==> src/rtl/axi_lite_regs.sv <==
// ---------------------------------------------------------------------------
// axi_lite_regs
//
// AXI4-Lite responder exposing NUM_REGS memory-mapped registers. Register
// contents are exported flat on reg_q_o for hardware consumers.
//
// Handshake rule: a beat transfers on any rising clk_i edge where its
// valid and ready are both high; a valid once raised is held with its
// payload until that edge, and the responder holds b_*/r_* stable while
// b_valid_o/r_valid_o wait for ready.
//
// Ports:
//   clk_i, rst_ni            clock, asynchronous active-low reset
//   aw_* / w_* / b_*         write address, write data, write response
//   ar_* / r_*               read address, read data/response
//   reg_q_o                  register i at [i*DATA_WIDTH +: DATA_WIDTH]
//
// Build option:
//   AXI_LITE_REGS_DECERR_EN  out-of-range accesses answer DECERR (2'b11)
//                            instead of SLVERR (2'b10); register side
//                            effects are identical either way.
//
// Internal FSM state is visible as w_state / r_state for checkers.
// ---------------------------------------------------------------------------
module axi_lite_regs #(
    parameter int                    ADDR_WIDTH = 32,
    parameter int                    DATA_WIDTH = 32,
    parameter int                    NUM_REGS   = 8,
    parameter logic [DATA_WIDTH-1:0] RST_VAL    = '0
) (
    input  logic                           clk_i,
    input  logic                           rst_ni,
    input  logic [ADDR_WIDTH-1:0]          aw_addr_i,
    input  logic                           aw_valid_i,
    output logic                           aw_ready_o,
    input  logic [DATA_WIDTH-1:0]          w_data_i,
    input  logic [DATA_WIDTH/8-1:0]        w_strb_i,
    input  logic                           w_valid_i,
    output logic                           w_ready_o,
    output logic [1:0]                     b_resp_o,
    output logic                           b_valid_o,
    input  logic                           b_ready_i,
    input  logic [ADDR_WIDTH-1:0]          ar_addr_i,
    input  logic                           ar_valid_i,
    output logic                           ar_ready_o,
    output logic [DATA_WIDTH-1:0]          r_data_o,
    output logic [1:0]                     r_resp_o,
    output logic                           r_valid_o,
    input  logic                           r_ready_i,
    output logic [NUM_REGS*DATA_WIDTH-1:0] reg_q_o
);

    localparam int STRB_WIDTH = DATA_WIDTH / 8;
    localparam int OFFS       = $clog2(STRB_WIDTH);
    localparam int IDXW       = ADDR_WIDTH - OFFS;
    // One extra bit so NUM_REGS itself is representable for the range test.
    localparam logic [IDXW:0] NUM_REGS_W = (IDXW+1)'(NUM_REGS);
    localparam logic [1:0] RESP_OKAY = 2'b00;
`ifdef AXI_LITE_REGS_DECERR_EN
    localparam logic [1:0] RESP_ERR  = 2'b11;
`else
    localparam logic [1:0] RESP_ERR  = 2'b10;
`endif

    typedef enum logic { W_IDLE, W_RESP } w_state_t;
    typedef enum logic { R_IDLE, R_RESP } r_state_t;

    w_state_t w_state, w_state_next;
    r_state_t r_state, r_state_next;

    logic [DATA_WIDTH-1:0] regs [NUM_REGS];

    // Write-side capture registers: AW and W may arrive in either order.
    logic                  aw_held, w_held;
    logic [IDXW-1:0]       aw_idx_q;
    logic [DATA_WIDTH-1:0] w_data_q;
    logic [STRB_WIDTH-1:0] w_strb_q;
    logic [1:0]            b_resp_q;

    logic [DATA_WIDTH-1:0] r_data_q;
    logic [1:0]            r_resp_q;

    logic                  aw_hs, w_hs, do_write, ar_hs;
    logic [IDXW-1:0]       wr_idx, rd_idx;
    logic [DATA_WIDTH-1:0] wr_data, rd_data;
    logic [STRB_WIDTH-1:0] wr_strb;
    logic                  wr_in_range, rd_in_range;

    // Byte-offset address bits carry no information for word registers.
    logic unused_addr_bits;
    assign unused_addr_bits = ^{aw_addr_i[OFFS-1:0], ar_addr_i[OFFS-1:0]};

    // ---------------- write path ----------------
    // Handshakes are derived from state directly (not from the ready
    // outputs) to keep the FSM comb block free of feedback.
    assign aw_hs    = aw_valid_i && (w_state == W_IDLE) && !aw_held;
    assign w_hs     = w_valid_i  && (w_state == W_IDLE) && !w_held;
    assign do_write = (w_state == W_IDLE) && (aw_held || aw_hs) && (w_held || w_hs);

    always_comb begin
        wr_idx      = aw_held ? aw_idx_q : aw_addr_i[ADDR_WIDTH-1:OFFS];
        wr_data     = w_held  ? w_data_q : w_data_i;
        wr_strb     = w_held  ? w_strb_q : w_strb_i;
        wr_in_range = ({1'b0, wr_idx} < NUM_REGS_W);
    end

    always_ff @(posedge clk_i or negedge rst_ni) begin
        if (!rst_ni) begin
            w_state <= W_IDLE;
        end else begin
            w_state <= w_state_next;
        end
    end

    always_comb begin
        w_state_next = w_state;
        aw_ready_o   = 1'b0;
        w_ready_o    = 1'b0;
        b_valid_o    = 1'b0;
        case (w_state)
            W_IDLE: begin
                aw_ready_o = !aw_held;
                w_ready_o  = !w_held;
                if (do_write) w_state_next = W_RESP;
            end
            W_RESP: begin
                b_valid_o = 1'b1;
                if (b_ready_i) w_state_next = W_IDLE;
            end
            default: w_state_next = W_IDLE;
        endcase
    end

    assign b_resp_o = b_resp_q;

    always_ff @(posedge clk_i or negedge rst_ni) begin
        if (!rst_ni) begin
            aw_held  <= 1'b0;
            w_held   <= 1'b0;
            aw_idx_q <= '0;
            w_data_q <= '0;
            w_strb_q <= '0;
            b_resp_q <= RESP_OKAY;
        end else begin
            if (do_write) begin
                aw_held  <= 1'b0;
                w_held   <= 1'b0;
                b_resp_q <= wr_in_range ? RESP_OKAY : RESP_ERR;
            end else begin
                if (aw_hs) begin
                    aw_held  <= 1'b1;
                    aw_idx_q <= aw_addr_i[ADDR_WIDTH-1:OFFS];
                end
                if (w_hs) begin
                    w_held   <= 1'b1;
                    w_data_q <= w_data_i;
                    w_strb_q <= w_strb_i;
                end
            end
        end
    end

    // Register bank: an out-of-range index matches no entry, so it never
    // modifies anything.
    always_ff @(posedge clk_i or negedge rst_ni) begin
        if (!rst_ni) begin
            for (int i = 0; i < NUM_REGS; i++) regs[i] <= RST_VAL;
        end else if (do_write) begin
            for (int i = 0; i < NUM_REGS; i++) begin
                if (wr_idx == IDXW'(i)) begin
                    for (int b = 0; b < STRB_WIDTH; b++) begin
                        if (wr_strb[b]) regs[i][b*8 +: 8] <= wr_data[b*8 +: 8];
                    end
                end
            end
        end
    end

    // ---------------- read path ----------------
    assign ar_hs  = ar_valid_i && (r_state == R_IDLE);
    assign rd_idx = ar_addr_i[ADDR_WIDTH-1:OFFS];

    // Reads sample the bank before any same-edge write lands.
    always_comb begin
        rd_data     = '0;
        rd_in_range = ({1'b0, rd_idx} < NUM_REGS_W);
        for (int i = 0; i < NUM_REGS; i++) begin
            if (rd_idx == IDXW'(i)) rd_data = regs[i];
        end
    end

    always_ff @(posedge clk_i or negedge rst_ni) begin
        if (!rst_ni) begin
            r_state <= R_IDLE;
        end else begin
            r_state <= r_state_next;
        end
    end

    always_comb begin
        r_state_next = r_state;
        ar_ready_o   = 1'b0;
        r_valid_o    = 1'b0;
        case (r_state)
            R_IDLE: begin
                ar_ready_o = 1'b1;
                if (ar_hs) r_state_next = R_RESP;
            end
            R_RESP: begin
                r_valid_o = 1'b1;
                if (r_ready_i) r_state_next = R_IDLE;
            end
            default: r_state_next = R_IDLE;
        endcase
    end

    always_ff @(posedge clk_i or negedge rst_ni) begin
        if (!rst_ni) begin
            r_data_q <= '0;
            r_resp_q <= RESP_OKAY;
        end else if (ar_hs) begin
            r_data_q <= rd_data;
            r_resp_q <= rd_in_range ? RESP_OKAY : RESP_ERR;
        end
    end

    assign r_data_o = r_data_q;
    assign r_resp_o = r_resp_q;

    for (genvar g = 0; g < NUM_REGS; g++) begin : g_flat
        assign reg_q_o[g*DATA_WIDTH +: DATA_WIDTH] = regs[g];
    end

endmodule
==> config.mk <==
export PLATFORM = sky130hd
export DESIGN_NAME = axi_lite_regs
export DESIGN_NICKNAME = d
export VERILOG_FILES = /design/src/rtl/axi_lite_regs.sv
export SDC_FILE = /design/constraint.sdc
export NUM_CORES = 1
export LEC_CHECK = 0
export ABC_AREA = 1
export BUFFER_PORTS_ARGS = -buffer_cell sky130_fd_sc_hd__buf_2
export CAP_MARGIN = 20
export CORE_AREA = 2 2 200 221
export DETAILED_ROUTE_END_ITERATION = 7
export DIE_AREA = 0 0 202 223
export PLACE_DENSITY = 0.71
export SETUP_SLACK_MARGIN = 0.15
export SYNTH_ARGS = -nofsm -noshare
export SYNTH_HDL_FRONTEND = slang
export SYNTH_SLANG_ARGS = --single-unit
==> constraint.sdc <==
create_clock -name clk_i -period 2 [get_ports clk_i]
set_input_delay 0.1 -clock clk_i [delete_from_list [all_inputs] [get_ports clk_i]]
set_output_delay 0.1 -clock clk_i [all_outputs]
set_load 0.01 [all_outputs]
# Yosys cells after proc, flatten, opt, wreduce, memory -nomap -nowiden
# Index checks and enable logic that the tools add are counted.
dict set report word_totals {
  out_inout_bits 297
  in_bits 107
  reg_bits 362
  mem_bits_rw 0
  latch_bits 0
  word_cells 138
  n_memories 0
  rom_bits 0
}
dict set report classes {
  shift 0
  n_div 0
  mul 0
  n_eq_ne 14
  reduce_logical 49
  mux 28
  n_addsub 0
  bitwise_logic 3
  n_lt_le_gt_ge 2
}
# operator count
set op_table {}
lappend op_table {{$mux 32} 9}
lappend op_table {{$eq 30x3->1 const B} 8}
lappend op_table {{$eq 30x2->1 const B} 4}
lappend op_table {{$reduce_and 3->1} 32}
lappend op_table {{$eq 30x1->1 const B} 2}
lappend op_table {{$logic_not 30->1} 2}
lappend op_table {{$lt 30x4->1 const B} 2}
lappend op_table {{$mux 30} 1}
lappend op_table {{$mux 1} 13}
lappend op_table {{$logic_and 1x1->1} 7}
lappend op_table {{$mux 2} 2}
lappend op_table {{$mux 4} 1}
lappend op_table {{$pmux 1 s2} 2}
lappend op_table {{$reduce_and 2->1} 2}
lappend op_table {{$reduce_bool 2->1} 2}
lappend op_table {{$not 1->1} 3}
lappend op_table {{$logic_not 1->1} 2}
lappend op_table {{$logic_or 1x1->1} 2}

# Longest topological paths before layout
# Gate-level depths: netlist of run 1.
dict set report depth {
  ltp_word 9
  mapped_depth 13
  mapped_depth_nobuf 11
}

# Least setup slack after synthesis of run 1
# Ideal clock, no wire load.
dict set report synth_timing {
  path_kind {reg-to-reg}
  from {register aw_held}
  to {register regs, in the netlist reg_q_o[68]}
  t_arrival_ps 1906
  path_stages_with_launch 10
  n_path_buf 3
  required_ps 1862
  path_slack_ps -44
  setup_time_ps 138
  synth_period_minus_slack_ps 2044
  cell_sequence {dfrtp_1 -> buf_2 -> nor3_1 -> o22ai_1 -> nor3b_2 -> buf_4 -> nand3_2 -> buf_2 -> nand2_1 -> o21ai_0}
}
dict set report synth_between {
  elab_chain_cells 6
  elab_cells_between_ends 8
  cone_classes {eq/ne (1); mux (1); reduce/logical (6)}
}
# element line_no
set synth_rtl {}
lappend synth_rtl {{start: declaration} 74} ;# logic aw_held, w_held;
lappend synth_rtl {{start signal: assignment} 138} ;# aw_held <= 1'b0;
lappend synth_rtl {{start signal: assignment} 146} ;# aw_held <= 1'b0;
lappend synth_rtl {{start signal: assignment} 151} ;# aw_held <= 1'b1;
lappend synth_rtl {{parallel branches: the longest is 5 deep, another holds $mux 30} -}
lappend synth_rtl {{$reduce_and 3->1 (no line) *} -}
lappend synth_rtl {{end signal: indexed assignment} 172} ;# if (wr_strb[b]) regs[i][b*8 +: 8] <= wr_data[b*8 +: 8];
lappend synth_rtl {{end: declaration} 71} ;# logic [DATA_WIDTH-1:0] regs [NUM_REGS];
# Every way passes the cells marked *.
# A chain may end at the register's enable or synchronous reset.

# Worst setup path after layout of run 1
dict set report layout_timing {
  from {register aw_held}
  to {register regs, in the netlist reg_q_o[144]}
}
dict set report layout_between {
  elab_chain_cells 6
  elab_cells_between_ends 8
  cone_classes {eq/ne (1); mux (1); reduce/logical (6)}
}
# element
set layout_rtl {}
lappend layout_rtl {{parallel branches: the longest is 5 deep, another holds $mux 30}}
lappend layout_rtl {{$reduce_and 3->1 (no line) *}}
# Marked as above.

==> reports/qor.yml, run 1 <==
run_status:
  status: "finished, violations left"
  violations: "negative setup slack"
route:
  wl_met2_um: 28500
  wl_met1_um: 23500
  viasPerCell: 5.26
  routed.top_layer: "met5"
  drc_errors: 0
  drt_iter0_markers: 1241
  ant_nets: 0
  vias: 16100
  routed_wl_um: 59200
  met3_wirelength_um: 4430
  first_pass_iters: 6
  wl_per_cell_um: 19.4
placed_design:
  placed_cells: 2875
  io_buffers: 397
  placedInstanceArea_um2: 19900
  pre_cts_slack_ns: -0.272
  dp.final_hpwl_um: 40700
  gp_congestion: 0.895
layout:
  stdcell_area_um2: 22700
  syn_to_final_growth_pct: 41.3
  fillers: 3828
  drive_gt1_share_pct: 28.6
  instances_no_fill: 3057
  nets: 2555
  post-route-util_pct: 52.9
floorplanning:
  ios: 404
  die_h_um: 223
  start_util_pct: 37.4
  core_um2: 42900
  dieArea_um2: 45000
  row_count: 80
  die_x_um: 202
logic_synthesis:
  synth_fa_ha_area_share_pct: 0
  async_reset_ff_share_pct: 100
  synth_compound_area_share_pct: 11.5
  ys_types: 33
  yosys.area_share.simple_pct: 26.2
  synth_top_area_share_pct: 56.0
  netlist_top_cells_area: "dfrtp_1 56%, nand2_1 13%, o21ai_0 7.2%, nand3_1 4.4%, o21ai_1 3.6%"
  synth_top_family_by_area: "simple AND/OR/NAND/NOR gates"
  ys_seq_elements: 360
  synthMuxAreaShare_pct: 0.700
  synth_area_leader_cell: "dfrtp_1"
  syn_avg_cell_area_um2: 8.44
  synth_edf_count: 0
  ys_warn_count: 0
  synth_xor_area_share_pct: 0
  synthFlopType: "dfrtp_1"
  synth-seq-area-share_pct: 56.0
  post-synth-top-count-cell: "nand2_1"
  syn_inst: 1904
  netlist_area_um2: 16100
  synth_commonest_cells: "563 x nand2_1, 360 x dfrtp_1, 230 x o21ai_0, 141 x nand3_1, 117 x o21ai_1"
power_and_ir_drop:
  p_leak_nw: 11.2
  p_total_mw: 20.1
  power_density_nw_per_um2: 883
  ir_drop_mv: 0.785
global_routing:
  gr-total-overflow: 0
  grt_pass1_wl_um: 88700
  gr-usage-all-layers_pct: 25.3
  antenna_found_initial: 8
  grt_pass1_vias: 15400
  grt_max_degree: 73
sta:
  fin_worst_skew_ns: 0.0407
  final-max-slew-violation-count: 0
  setup_slack_ns: -0.206
  final_hold_viol_count: 0
  setup_viol: 256
  relSlewSlack_pct: 44.9
  hold_slack_ns: 0.107
  min_period_over_period_pct: 110
  worstMarginPinSlew_ns: 0.821
  fmax_mhz: 453
  fin_setup_tns_ns: -27.30
  period_minus_slack_ns: 2.21
  grt_setup_unrepaired: "yes"
clocking:
  htree_levels: 2
  cts-buffers-inserted: 39
  root_buffer: "clkbuf_16"
  clk_path_buf_depth: 3
  clk_pin_slew_ns: 0.06
  tritoncts: "done"
  clock_latency_ns: 0.57
  cts.sinks: 360
critical_path:
  endpoint_kind: "register"
  cp_max_fo: 12
  cp_data_required_time_ns: 2.39
  start_kind: "register"
  crit_arrival_ns: 2.60
  criticalPathCategory: "reg -> reg"
hold_path:
  worstHoldPathType: "in -> async"
run:
  cap_violations: 0
critical path, stage by stage (launching register included):
cell and delay [ns]:
dfrtp_2 0.45, buf_6 0.18, nand2_1 0.06, o21ai_0 0.14, nor2_1 0.31, nand3_2 0.15, nor2_4 0.17, buf_6 0.15
nand3_4 0.12, buf_12 0.17, nand2_1 0.05, o21ai_0 0.08
registers in the layout (all words and copies together) (netlist names):
signal,count
aw_held,1
aw_idx_q,30
b_resp_o,1
r_data_o,32
r_resp_o,1
r_state,1
reg_q_o,256
w_data_q,32
w_held,1
w_state,1
w_strb_q,4
where the power goes:
part	internal, mW	switching, mW	leakage, nW
Clock	4.48	3.08	0.651
Sequential	7.92	0.396	4.91
Combinational	1.43	2.76	5.69
Total	13.8	6.24	11.2
placed cells by master (no fill, tap or decap), types with 8 or more instances in the layout:
cell	instances
buf_6	19
buf_12	47
a21oi_1	11
nand3_2	24
o21ai_0	190
o21ai_1	149
nand2_1	541
buf_2	396
dlygate4sd3_1	76
nand2_2	21
nand4_1	69
buf_4	48
clkbuf_16	43
nand3_1	137
nand3_4	23
mux2_2	10
o21ai_2	8
nor2_1	101
inv_1	115
dfrtp_1	359
nor2_4	13
layout make-up:
cell class	instances	area [µm²]	share of cell area, %
antenna	4	10.0	0.0440
clock buffer	53	1120	4.93
clock inverter	19	230	1.01
inverter	118	445	1.96
multi-input combinational	1335	6750	29.7
sequential	360	9010	39.6
tap	574	718	3.16
timing repair buffer	593	4430	19.5
timing repair inverter	1	7.51	0.0330
routing by layer:
metal	track usage, %	up-vias
li1	-	7450
met1	32.2	7648
met2	41.6	802
met3	4.89	166
met4	12.0	8
met5	0	-
cells by family after synthesis:
logic type             Yosys count
AO/OA/AOI/OAI                  365
buffers and inverters          220
flip-flops                     360
multiplexers                    10
other                            1
AND/OR/NAND/NOR                948
final timing paths:
check | from | end | slack, ns | cells after the start
max | aw_held | reg_q_o[144] | -0.21 | 11
max in group asynchronous | rst_ni | r_data_o[27] | 1.06 | 3
min | rst_ni | aw_idx_q[15] | 0.11 | 2
min in group clk_i | ar_addr_i[8] | r_resp_o[1] | 0.11 | 5
max reg2reg | aw_held | reg_q_o[144] | -0.21 | 11
min reg2reg | r_data_o[10] | r_data_o[10] | 0.47 | 2
what timing repair did:
action	CTS	global route
setup endpoints to repair	256	259
endpoints found under the hold margin	221	0
resized for setup	38	73
pin swaps	15	12
hold buffers	76	0
gates cloned	7	10
setup buffers	6	7
(Power assumes the default switching activity.)
==> run 2, diff against run 1 <==
Settings changed: CORE_AREA 2 2 200 221 to 2 2 178 197, DIE_AREA 0 0 202 223 to 0 0 180 199, PLACE_DENSITY 0.71 to 0.85.
==> run 2 against run 1 <==
Effect of this change: the flow still finishes with violations (negative setup slack); sequential share of layout area fell by 0.51 points; sequential power rose by 0.6%; via count rose by 4.1%; clock skew decreased by 0.020 ns; critical endpoint is now reg_q_o[45]; highest routed layer unchanged; clock power decreased by 8.3%; sequential cell count unchanged; die area fell by 20%; final area increased by 1.3%.
==> reports/qor.yml, run 2 (synthesized netlist as in run 1, its figures left out) <==
run_status:
  status: "finished, violations left"
  violations: "negative setup slack"
global_routing:
  grt_max_degree: 73  # unchanged
  gr-total-overflow: 0  # unchanged
  grt_pass1_wl_um: 89800  # +1.2%
  gr-usage-all-layers_pct: 31.9  # +6.6 points
  antenna_found_initial: 3  # -5
  grt_pass1_vias: 16300  # +5.7%
power_and_ir_drop:
  ir_drop_mv: 0.905  # +15%
  p_sw_mw: 6.33  # +1.5%
  switching_share_pct: 32.2  # +1.2 points
  pwr-share-comb_pct: 22.0  # +1.1 points
  power_density_nw_per_um2: 853  # -3.5%
  p_clk_share_pct: 35.3  # -2.4 points
  internal_power_mw: 13.3  # -3.8%
  seq_power_share_pct: 42.7  # +1.2 points
  p_leak_nw: 11.4  # +1.6%
critical_path:
  critPathMaxStageDelay_ns: 0.44  # about the same
  criticalPathCategory: "reg -> reg"
  endpoint_kind: "register"
  cp_data_required_time_ns: 2.36  # -0.03 ns
  start_kind: "register"
  slowest_stage: "dfrtp_2"
  crit_arrival_ns: 2.61  # about the same
  cp_max_fo: 8  # -4
  cpMostUsedCell: "buf_12"
  cp_cell_sequence: "inv_4 -> buf_4 -> nor3_1 -> o22ai_2 -> nor3b_4 -> buf_6 -> buf_12 -> buf_16 -> nand3_4 -> buf_12 -> nand2_2 -> o21ai_1"
  cp_num_buf_inv: 6  # +3
  critPathTopFamily: "buffers and inverters"
clocking:
  cts-buffers-inserted: 39  # unchanged
  root_buffer: "clkbuf_16"
  clk_path_buf_depth: 3  # unchanged
  tritoncts: "done"
  cts.sinks: 360  # unchanged
  clk_pin_slew_ns: 0.06  # about the same
  clock_latency_ns: 0.54  # -0.03 ns
  htree_levels: 2  # unchanged
sta:
  relSlewSlack_pct: 34.1  # -11 points
  fin_setup_tns_ns: -37.06  # -9.76 ns
  worstMarginPinSlew_ns: 0.982  # +0.161 ns
  setup_viol: 256  # unchanged
  grt_setup_unrepaired: "yes"
  min_period_over_period_pct: 113  # +2.5 points
  final-max-slew-violation-count: 0  # unchanged
  setup_slack_ns: -0.255  # -0.0491 ns
  fmax_mhz: 444  # -2.2%
  hold_slack_ns: 0.0803  # -0.0269 ns
  final_hold_viol_count: 0  # unchanged
  period_minus_slack_ns: 2.25  # +0.0491 ns
  fin_worst_skew_ns: 0.0203  # -0.0204 ns
hold_path:
  worstHoldPathType: "in -> async"
floorplanning:
  row_count: 71  # -11%
  dieArea_um2: 35800  # -20%
  ios: 404  # unchanged
  die_h_um: 199  # -11%
  die_x_um: 180  # -11%
  core_um2: 33800  # -21%
  start_util_pct: 47.5  # +10 points
route:
  wl_per_cell_um: 20.8  # +7.6%
  routed_wl_um: 61000  # +3.0%
  vias: 16700  # +4.1%
  drc_errors: 0  # unchanged
  ant_nets: 0  # unchanged
  first_pass_iters: 6  # unchanged
  drt_iter0_markers: 1661  # +34%
  viasPerCell: 5.72  # +8.8%
layout:
  largest_reg_flops: 256  # unchanged
  final_common_cell: "nand2_1"
  syn_to_final_growth_pct: 43.2
  post-route-util_pct: 68.0  # +15 points
  fillers: 2507  # -35%
  instances_no_fill: 2925  # -4.3%
  layout_common_cells: "497 x nand2_1, 396 x buf_2, 359 x dfrtp_1, 168 x o21ai_1, 146 x o21ai_0"
  nets: 2567  # +0.47%
  drive_gt1_share_pct: 32.1  # +3.5 points
placed_design:
  gp_congestion: 0.951  # +6.2%
  dp.final_hpwl_um: 39100  # -3.9%
  io_buffers: 397  # unchanged
  placed_cells: 2739  # -4.7%
run:
  cap_violations: 0  # unchanged
## run 2: final cells by class
type	instances	area (µm²)	share of cell area, %
sequential	360	9010	39.1
multi-input combinational	1334	7150	31.1
timing repair buffer	606	4660	20.2
clock buffer	53	1090	4.73
tap	438	548	2.38
inverter	118	448	1.95
clock inverter	14	105	0.457
timing repair inverter	1	7.51	0.0326
antenna	1	2.50	0.0109
## run 2: per-layer routing
metal	vias up	GRT usage, %	wire length (µm)
met5	-	0	27
met4	4	17.6	3390
met3	239	6.19	5680
met2	1070	52.3	29300
met1	7951	40.1	22500
li1	7465	-	-
## run 2: final timing paths
kind	cells past startpoint	slack (ns)	endpoint	from
min reg2reg	2	0.47	r_data_o[13]	r_data_o[13]
max	12	-0.25	reg_q_o[45]	aw_held
max in group asynchronous	3	1.06	reg_q_o[211]	rst_ni
max reg2reg	12	-0.25	reg_q_o[45]	aw_held
min	2	0.08	w_data_q[6]	rst_ni
min in group clk_i	4	0.09	r_resp_o[1]	ar_addr_i[11]
## run 2: per-stage QoR
stage	worst slack [ns]	cell area, µm²	power, mW
4_1_cts	-0.136	22100	19.2
5_1_grt	-0.338	23000	20.5
3_3_place_gp	-0.146	19700	11.9
6_report	-0.255	23000	19.6
3_5_place_dp	-0.195	19700	12.0
2_1_floorplan	0.0316	16400	10.4
## run 2: power by group through the flow
stage / Combinational [mW] / Clock [mW] / Sequential, mW
floorplan: 2.13 / 0 / 8.32
global placement: 3.50 / 0 / 8.37
detailed placement: 3.62 / 0 / 8.42
CTS: 3.95 / 6.97 / 8.30
global route: 4.74 / 7.30 / 8.44
finish: 4.33 / 6.93 / 8.37
## run 2: repair_timing
| item | 4_1_cts | 5_1_grt |
|---|---|---|
| setup buffers | 12 | 10 |
| hold endpoints to repair | 281 | 0 |
| resized for setup | 48 | 215 |
| pin swaps | 12 | 43 |
| hold buffers | 73 | 0 |
| gates cloned | 10 | 13 |
| setup endpoints to repair | 256 | 297 |
==> run 3, diff against run 2 <==
Settings changed: SKIP_LAST_GASP set to 1.
==> run 3 against run 2 <==
Effect of this change: routed wire length shrank 1.7%; final area decreased by 1.5%; critical path depth stayed put; sequential power barely moved; highest routed layer unchanged; largest cell class unchanged; fmax increased by 1.0%; clock power about the same; critical endpoint is now reg_q_o[77]; global-route usage decreased by 0.075 points; the flow still finishes with violations (negative setup slack); sequential share of layout area up 0.59 points; non-clock buffer count down 3; critical path type unchanged.
==> reports/qor.yml, run 3 (synthesized netlist as in run 1, its figures left out) <==
floorplanning:
  dieArea_um2: 35800  # unchanged
  ios: 404  # unchanged
  start_util_pct: 47.5  # unchanged
  die_x_um: 180  # unchanged
  die_h_um: 199  # unchanged
  core_um2: 33800  # unchanged
  row_count: 71  # unchanged
route:
  viasPerCell: 5.71  # -0.18%
  drt_iter0_markers: 1730  # +4.2%
  drc_errors: 0  # unchanged
  routed_wl_um: 59900  # -1.7%
  ant_nets: 0  # unchanged
  first_pass_iters: 6  # unchanged
  vias: 16700  # -0.32%
  wl_per_cell_um: 20.5  # -1.6%
global_routing:
  gr-total-overflow: 0  # unchanged
  antenna_found_initial: 3  # unchanged
  grt_pass1_wl_um: 89500  # -0.30%
  gr-usage-all-layers_pct: 31.8  # -0.075 points
  busiest_layer: "met2"
  grt_max_degree: 73  # unchanged
  met1_usage_pct: 40.0  # -0.080 points
  grt_pass1_vias: 16200  # -0.45%
  grt_util_met2_pct: 52.2  # -0.085 points
  grt_use_met3_pct: 6.21  # +0.018 points
sta:
  grt_setup_unrepaired: "yes"
  final-max-slew-violation-count: 0  # unchanged
  setup_slack_ns: -0.232  # +0.0227 ns
  worstMarginPinSlew_ns: 0.862  # -0.120 ns
  period_minus_slack_ns: 2.23  # -0.0227 ns
  final_hold_viol_count: 0  # unchanged
  setup_viol: 256  # unchanged
  fin_setup_tns_ns: -40.02  # -2.95 ns
  min_period_over_period_pct: 112  # -1.1 points
  hold_slack_ns: 0.0897  # +0.00939 ns
  relSlewSlack_pct: 42.2  # +8.0 points
  fin_worst_skew_ns: 0.0214  # +0.00107 ns
  fmax_mhz: 448  # +1.0%
critical_path:
  rr_endpoint: "reg_q_o[77]"
  slowest_stage: "dfrtp_2"
  cp_cell_sequence: "inv_4 -> buf_4 -> nor3_1 -> o22ai_2 -> nor3b_4 -> buf_6 -> buf_12 -> clkbuf_16 -> nand3_2 -> buf_12 -> nand2_1 -> o21ai_1"
  r2r_setup_slack_ns: -0.23  # +0.02 ns
  criticalPathCategory: "reg -> reg"
  start_kind: "register"
  rr_startpoint: "aw_held"
  cp_max_fo: 16  # +8
  cpMostUsedCell: "buf_12"
  endpoint_kind: "register"
  reg2regPathDepth: 12  # unchanged
  critPathMaxStageDelay_ns: 0.45  # about the same
  crit_arrival_ns: 2.61  # about the same
  cp_data_required_time_ns: 2.38  # +0.02 ns
run:
  cap_violations: 0  # unchanged
placed_design:
  dp.final_hpwl_um: 39100  # unchanged
  io_buffers: 397  # unchanged
  gp_congestion: 0.951  # unchanged
layout:
  layout_common_cells: "521 x nand2_1, 396 x buf_2, 359 x dfrtp_1, 178 x o21ai_0, 153 x o21ai_1"
  drive_gt1_share_pct: 30.2  # -1.8 points
  nets: 2563  # -0.16%
  final_common_cell: "nand2_1"
  largest_reg_flops: 256  # unchanged
  syn_to_final_growth_pct: 41.0
  post-route-util_pct: 67.0  # -1.0 points
clocking:
  clk_pin_slew_ns: 0.06  # about the same
  htree_levels: 2  # unchanged
  root_buffer: "clkbuf_16"
  tritoncts: "done"
  cts-buffers-inserted: 39  # unchanged
  clk_path_buf_depth: 3  # unchanged
  cts.sinks: 360  # unchanged
  clock_latency_ns: 0.54  # about the same
power_and_ir_drop:
  power_density_nw_per_um2: 860  # +0.92%
  p_leak_nw: 11.3  # -0.81%
  ir_drop_mv: 0.906  # +0.15%
  p_total_mw: 19.5  # -0.57%
hold_path:
  hp-start: "ar_addr_i[11]"
  worstHoldPathType: "in -> reg"
  whs_endpoint: "r_resp_o[1]"
  hold_path_depth: 4
run_status:
  violations: "negative setup slack"
  status: "finished, violations left"
run 3: changes by cell type in the layout (fill, tap and decap cells not counted), moves of 2 or more:
cell	delta
nand2_2	-9
o21ai_0	+32
nand3_4	-7
o21ai_2	-17
o21ai_1	-15
clkbuf_16	-2
nand2_4	-15
nand3_2	+5
nand2_1	+24
run 3: through the flow:
step	instances	setup slack, ns	area [µm²]
floorplan	1905	0.0316	16400
global placement	2739	-0.146	19700
detailed placement	2739	-0.195	19700
CTS	2901	-0.136	22000
global route	2921	-0.309	22700
finish	2921	-0.232	22700
run 3: per-layer routing:
layer | up-vias | part of all wire (%)
li1 | 7448 | -
met1 | 7912 | 38
met2 | 1070 | 48
met3 | 242 | 8.9
met4 | 4 | 5.7
met5 | - | 0.045
run 3: repair_timing:
item | CTS | global route
gates cloned | 10 | 10
hold endpoints to repair | 281 | 0
resized for setup | 37 | 128
setup buffers | 12 | 9
hold buffers | 73 | 0
pin swaps | 11 | 27
endpoints found under the setup margin | 256 | 296
run 3: where the power goes:
group          switching, mW  total (mW)  internal [mW]
registers              0.443        8.37           7.92
clock network           2.98        6.92           3.94
logic                   2.81        4.22           1.42
run 3: worst max path at each step:
stage / from / endpoint / slack [ns] / cells after the start
5_1_grt: aw_held / reg_q_o[58] / -0.31 / 12
4_1_cts: aw_held / reg_q_o[89] / -0.14 / 13
6_report: aw_held / reg_q_o[77] / -0.23 / 12
3_3_place_gp: aw_held / reg_q_o[173] / -0.15 / 10
2_1_floorplan: aw_held / reg_q_o[93] / 0.03 / 11
3_5_place_dp: aw_held / reg_q_o[71] / -0.19 / 12
run 3: cell type report:
class | count | area, µm²
sequential | 360 | 9010
fill | 2568 | 11200
timing repair inverter | 1 | 7.51
timing repair buffer | 603 | 4590
multi-input combinational | 1333 | 6880
antenna | 1 | 2.50
clock buffer | 53 | 1090
inverter | 118 | 448
clock inverter | 14 | 105
tap | 438 | 548
run 3: critical path, delay by kind of cell (launching register included):
family	cells	cell delay [ns]
AO/OA/AOI/OAI	2	0.21
buffers and inverters	6	0.83
flip-flops	1	0.45
AND/OR/NAND/NOR	4	0.58
